`src/rtl/segment_frame_collector.sv`:
```
// segment_frame_collector: gathers in-order segment words into a frame, then streams the frame and its running-sum checksum.
module segment_frame_collector #(
  parameter int DATA_W  = 32,
  parameter int NUM_SEG = 8,
  parameter int IDX_W   = 3
) (
  input  logic              clk,
  input  logic              reset,
  input  logic              seg_valid,
  input  logic [IDX_W-1:0]  seg_index,
  input  logic [DATA_W-1:0] segment_combine,
  input  logic              out_ready,
  output logic [DATA_W-1:0] out_data,
  output logic              out_valid,
  output logic              out_last,
  output logic              out_is_sum,
  output logic              seq_err,
  output logic              drop_err,
  output logic [15:0]       frame_cnt,
  output logic              busy
);
  typedef enum logic {COLLECT, DRAIN} state_t;
  state_t            state_q, state_d;
  logic [IDX_W-1:0]  exp_q, exp_d;
  logic [IDX_W:0]    ptr_q, ptr_d, ptr_nx;
  logic [DATA_W-1:0] sum_q, sum_d, out_data_q, out_data_d;
  logic              seq_err_q, seq_err_d, drop_err_q, drop_err_d;
  logic [15:0]       frame_cnt_q, frame_cnt_d;
  logic [DATA_W-1:0] seg_buf_q [NUM_SEG];
  logic              wr, last_seg, adv, sum_done;
  assign busy       = state_q == DRAIN;
  assign out_valid  = busy;
  assign out_is_sum = ptr_q == (IDX_W+1)'(NUM_SEG);
  assign out_last   = out_is_sum;
  assign out_data   = out_data_q;
  assign seq_err    = seq_err_q;
  assign drop_err   = drop_err_q;
  assign frame_cnt  = frame_cnt_q;
  assign wr       = !busy && seg_valid && seg_index == exp_q;
  assign last_seg = exp_q == IDX_W'(NUM_SEG - 1);
  assign adv      = busy && out_ready;
  assign sum_done = adv && out_is_sum;
  assign ptr_nx   = ptr_q + 1'b1;
  always_comb begin
    state_d     = wr && last_seg ? DRAIN : sum_done ? COLLECT : state_q;
    exp_d       = wr ? exp_q + 1'b1 : exp_q;
    sum_d       = sum_done ? '0 : wr ? sum_q + segment_combine : sum_q;
    ptr_d       = sum_done || !busy ? '0 : adv ? ptr_nx : ptr_q;
    out_data_d  = wr && last_seg ? seg_buf_q[0]
                : adv && !out_is_sum ? (ptr_nx == (IDX_W+1)'(NUM_SEG) ? sum_q : seg_buf_q[ptr_nx[IDX_W-1:0]])
                : out_data_q;
    seq_err_d   = seq_err_q | (!busy && seg_valid && seg_index != exp_q);
    drop_err_d  = drop_err_q | (busy && seg_valid);
    frame_cnt_d = frame_cnt_q + 16'(sum_done);
  end
  always_ff @(posedge clk or negedge reset) begin
    if (!reset) begin
      state_q     <= COLLECT;
      exp_q       <= '0;
      ptr_q       <= '0;
      sum_q       <= '0;
      out_data_q  <= '0;
      seq_err_q   <= 1'b0;
      drop_err_q  <= 1'b0;
      frame_cnt_q <= '0;
    end else begin
      state_q     <= state_d;
      exp_q       <= exp_d;
      ptr_q       <= ptr_d;
      sum_q       <= sum_d;
      out_data_q  <= out_data_d;
      seq_err_q   <= seq_err_d;
      drop_err_q  <= drop_err_d;
      frame_cnt_q <= frame_cnt_d;
    end
  end
  always_ff @(posedge clk) begin
    if (wr) seg_buf_q[exp_q] <= segment_combine;
  end
endmodule

```
`config.mk`:
```
export PLATFORM = sky130hd
export DESIGN_NAME = segment_frame_collector
export DESIGN_NICKNAME = d
export VERILOG_FILES = /design/src/rtl/segment_frame_collector.sv
export SDC_FILE = /design/constraint.sdc
export NUM_CORES = 1
export LEC_CHECK = 0
export BUFFER_PORTS_ARGS = -buffer_cell sky130_fd_sc_hd__buf_4
export CAP_MARGIN = 10
export CORE_AREA = 3 3 164 182
export DETAILED_ROUTE_END_ITERATION = 8
export DIE_AREA = 0 0 167 185
export PLACE_DENSITY = 0.72
export SYNTH_ARGS = -nofsm -noshare
export SYNTH_HDL_FRONTEND = slang
export SYNTH_SLANG_ARGS = --single-unit
export TNS_END_PERCENT = 1
```
`constraint.sdc`:
```
create_clock -name clk -period 14 [get_ports clk]
set_input_delay 2.8 -clock clk [delete_from_list [all_inputs] [get_ports clk]]
set_output_delay 2.8 -clock clk [all_outputs]
set_load 0.1 [all_outputs]
```
==> Word level (Yosys, flattened, before mapping) <==
Memories as Yosys holds them, arrays and structs flattened.
Index checks and enable logic that the tools add are counted.
{ "classes": {"mux": 11, "n_reduce_logical": 15, "eq_ne": 5, "bitwise_logic": 2, "add_sub_neg": 4} }
{ "ops": {"columns": ["operator", "count"], "rows": [
  ["2-to-1 mux 32 bit", 5],
  ["adder 32 bit", 1],
  ["adder 16 x 1 -> 16 bit", 1],
  ["== test 4 bit (second input constant)", 2],
  ["logical AND 1 bit", 8],
  ["2-to-1 mux 4 bit", 2],
  ["nonzero test 2 bit", 4],
  ["adder 4 x 1 -> 4 bit (second input constant)", 1],
  ["2-to-1 mux 1 bit", 4],
  ["adder 3 x 1 -> 3 bit (second input constant)", 1],
  ["== test 3 bit", 1],
  ["== test 3 bit (second input constant)", 1],
  ["inequality test 3 bit", 1],
  ["logical NOT 1 bit", 2],
  ["OR 1 bit", 2],
  ["logical OR 1 bit", 1]
]} }
{ "word_totals": {"ram_bits": 256, "input_bits": 39, "memories": 1, "elab_cells": 46, "reg_bits": 90, "out_inout_bits": 54} }
{ "memory_table": {"columns": ["memory", "depth", "width", "read_ports", "rd_clocked_by_memory_dff", "wr", "line_no", "source"], "rows": [
  ["seg_buf_q", 8, 32, 2, 0, 1, "29", "logic [DATA_W-1:0] seg_buf_q [NUM_SEG];"]
]} }

==> Longest topological paths before layout <==
{ "depth": {"word_depth": 5, "depth_mapped": 15, "ltp_nobuf": 12} }

==> Worst setup path after synthesis <==
OpenSTA, ideal clock, no wires.
{ "synth_timing": {"path_type": "input to register", "from": "input seg_index[1]", "to": "memory seg_buf_q[0][0], enable pin", "arrival_time_ns": 6.674, "stages": 6, "required_time_ns": 13.498, "setup_ns": 0.502, "path_slack_ns": 6.824, "n_path_buf": 2, "cell_sequence": "xnor2_1 -> nand3_1 -> nand3b_1 -> buf_2 -> buf_1 -> nor4_1"} }
{ "synth_via": {"elab_chain_len": 4} }
{ "synth_lines": {"columns": ["item", "line_no", "source"], "rows": [
  ["from (decl)", "10", "input logic [IDX_W-1:0] seg_index,"],
  ["== test 3 bit", "39", "assign wr = !busy && seg_valid && seg_index == exp_q;"],
  ["logical AND 1 bit", "39", null],
  ["2-to-1 mux 1 bit", "78", "if (wr) seg_buf_q[exp_q] <= segment_combine;"],
  ["2-to-1 mux 1 bit (not written as such)", "78", null],
  ["to (decl)", "29", null]
]} }
Every way passes these cells.

==> Final worst setup path <==
{ "layout_timing": {"from": "input seg_index[2]", "to": "register out_data_q[19] (netlist: out_data[19])"} }
{ "layout_via": {"elab_chain_len": 4, "elab_cells_between_ends": 5, "classes_between": "eq/ne: 1; mux: 1; reduce/logical: 3"} }
{ "layout_lines": {"columns": ["item", "line_no", "source"], "rows": [
  ["== test 3 bit *", "39", null],
  ["logical AND 1 bit *", "39", null],
  ["logical AND 1 bit *", "49", "out_data_d = wr && last_seg ? seg_buf_q[0]"],
  ["2-to-1 mux 32 bit / nonzero test 2 bit (equally long branches)", null, null],
  ["to (signal assigned)", "71", "out_data_q <= out_data_d;"],
  ["to (decl)", "26", "logic [DATA_W-1:0] sum_q, sum_d, out_data_q, out_data_d;"]
]} }
Mark *: on every way between the ends. The rest lies on a longest branch, timed or not.
A chain may end at the register's enable or synchronous reset.

==> impl_results.md <==
* Final ANT Viol Nets at 0
* CTS root buf: clkbuf_16
* P per Cell Area at 218 nW/um^2
* Gr ovfl total at 0
* Die area at just over 30000 um^2
* Hold_buf cts at 0
* CP required at 14.35 ns
* Hpwl dp at 19200 um
* Synth warn at 0
* Max-slew violations at 0
* Initial antenna violation count at 0
* I/O Buffers at 92
* Initial Util at between 50% and 60%
* CP Cell Sequence: buf_4 > xnor2_1 > nand3_1 > nand3b_1 > buf_4 > nor2_4 > buf_4 > a31oi_4 > buf_4 > nand2_1 > o21ai_1
* WL final at around 32000 um
* Main synth FF type: edfxtp_1
* Critical Path Max Stage Delay at 0.70 ns
* Psw at about 1500 uW
* # rows at 64
* Layout cells sized above 1 at 22.1%
* Syn_nets at between 1000 and 1500
* CTS tree: built
* Sequential area share after synthesis at between 60 and 70%
* Final Skew at ~0.013 ns
* IO Count at 93
* Yosys reg bits at between 300 and 400
* Top post-synthesis cells by area: edfxtp_1, dfrtp_1, mux4_2
* Drt drc at 0
* Count leader, synth: edfxtp_1
* Leakage at 0.00664 uW
* Cell taking the most area after synthesis: edfxtp_1
* Worst slew pin tran at 1.25 ns
* Avg WL per Cell at about 21 um
* Tmin final at about 5.3 ns
* Diode count at 0
* Maximum vdd drop at between 0.0002 and 0.00025 V
* Reg2reg setup slack at 10.38 ns
* CP Max Fanout at 74
* Kind of critical path: primary input to flip-flop
* Share of the synthesized area in the top cell type at 49.8%
* Post-Syn Area per Cell at 14.7 um^2
* Fmax at around 190 MHz
* Number of flops mapped to enable cells by yosys at about 260
* CTS resizes at 0
* Post-CTS setup buffer count at 0
* Crit path buffers/inverters at 4
* Via count at 9171
* Num CTS Buffers at 35
* Largest net degree at the start of global routing at 75
* Drt first pass iters at 5
* CP max-delay cell: nor2_4
* Total negative slack at 0 ns
* Max Cap Viol at 0
* Clock transition at path regs at around 0.060 ns
* First-pass GRT wire length at roughly 52000 um
* Worst hold slack at about 0.46 ns
* Clk sinks at 346
* Fin crit share at 38.1%
* Final RePlAce weighted congestion at 0.873
* NumNets Final at 1215
* Clock share of power at between 20 and 30%
* Worst setup SP type: primary input
* Area grow syn2layout at 14.5%
* Post-synth top cells: edfxtp_1, dfrtp_1, nand2_1
* Status: completed
* Synth async-reset ratio at 26.0%
* Crit end category: flip-flop
* Worst skew pair latency at 0.51 ns
* Slew margin rel. at 16.9%
* Cell area after synthesis at 15400 um^2
* RSZ-0062 raised after global routing: false
* Die Ht at 185 um
* Vias per cell at 6.01
* Core area at 27900 um^2
* First DRT Iteration DRCs at approximately 760
* Worst path most repeated cell: buf_4
* Comb pwr share at roughly 40%
* Layout Utilization at between 60% and 70%
* Final setup vio count at 0
* Final hold vios at 0
* Flop pwr share at 34.5%
* Post-Syn Instances at 1051
* Sw Share at 37.8%
* Hold/Removal Path Class: flip-flop to flip-flop
* Max Root-Sink Buffers at 3
* H-tree depth at 2
* GRT Overall Usage at a little over a fifth
* Internal cell power at 2390 uW
* Die W at 167 um
* Crit path max-delay family: buffers and inverters
* Vias in the first global route at 9410
* Distinct cell type count after synthesis at 62
* CP arrival at 5.68 ns
[registers in the layout, indices dropped and copies added, names as in the netlist]
name and cells:
out_data 32, exp_q 3, sum_q 32, frame_cnt 16
busy 1, seq_err 1, ptr_q 4, drop_err 1
seg_buf_q 256
[through the flow]
| step | cell area, um^2 | total power, uW | setup WS, ns | std cells |
|---|---|---|---|---|
| after floorplan | 15400 | 2580 | 6.82 | 1051 |
| after global placement | 16500 | 2860 | 8.31 | 1464 |
| after detailed placement | 16500 | 2890 | 8.17 | 1464 |
| after CTS | 17700 | 3880 | 8.66 | 1527 |
| after global routing | 17700 | 4050 | 8.37 | 1527 |
| final | 17700 | 3850 | 8.67 | 1527 |
[worst register-to-register path: cells and delay by family (launching register included)]
kind / cells / cell delay, ns
AO/OA/AOI/OAI: 3 / 0.42
multiplexers: 2 / 0.57
XOR/XNOR: 1 / 0.16
buffers and inverters: 2 / 1.00
flip-flops: 1 / 0.90
adder cells (fa/ha/maj): 1 / 0.42
[logic make-up (layout without fill, tap and decap cells)]
kind of cell / count (synthesis) / in the layout / synth area share, %
flip-flops: 346 / 346 / 64.4
AO/OA/AOI/OAI: 227 / 227 / 9.33
AND/OR/NAND/NOR: 223 / 223 / 6.59
multiplexers: 97 / 97 / 11.5
buffers and inverters: 74 / 187 / 2.37
XOR/XNOR: 46 / 46 / 2.73
adder cells (fa/ha/maj): 38 / 38 / 3.13
[cells in the final DEF, fill, tap and decap left out, drive strengths merged, types with 15 or more instances in the layout]
master and instances:
a211oi 36, a21o 17, a21oi 62, buf 109, clkbuf 44, dfrtp 90
edfxtp 256, ha 37, inv 15, mux2i 33, mux4 64, nand2 75
nand3 47, nor2 56, o21ai 81, xnor2 30, xor2 16
[per-layer routing]
layer	up-vias	global-route usage (%)	wire length, um
li1	4228	-	-
met5	-	0	0
met1	4645	30.8	14300
met3	35	3.09	1880
met2	263	35.5	15700
met4	0	4.65	500
[power by group through the flow]
stage	registers, uW	logic [uW]	clock network (uW)
floorplan	1640	938	0
global placement	1350	1520	0
detailed placement	1350	1550	0
CTS	1330	1560	991
global route	1350	1670	1040
finish	1330	1550	975
[worst paths after layout]
path,startpoint,end,cells past startpoint
min in group asynchronous,reset,frame_cnt[10],1
worst min register to register,drop_err,drop_err,1
worst min-delay path,drop_err,drop_err,1
worst max register to register,ptr_q[0],out_data[9],9
worst max-delay path,seg_index[2],out_data[19],11
max in group asynchronous,reset,ptr_q[0],2
[final cells by class]
cell class / instances / area, um^2
clock inverters: 19 / 240
clock buffers: 44 / 962
well taps: 363 / 454
flip-flops and latches: 346 / 9940
fillers: 2048 / 10300
multi-input cells: 631 / 5210
inverters: 15 / 56.3
repair buffers: 109 / 818
Power figures use the tool's default switching activity.
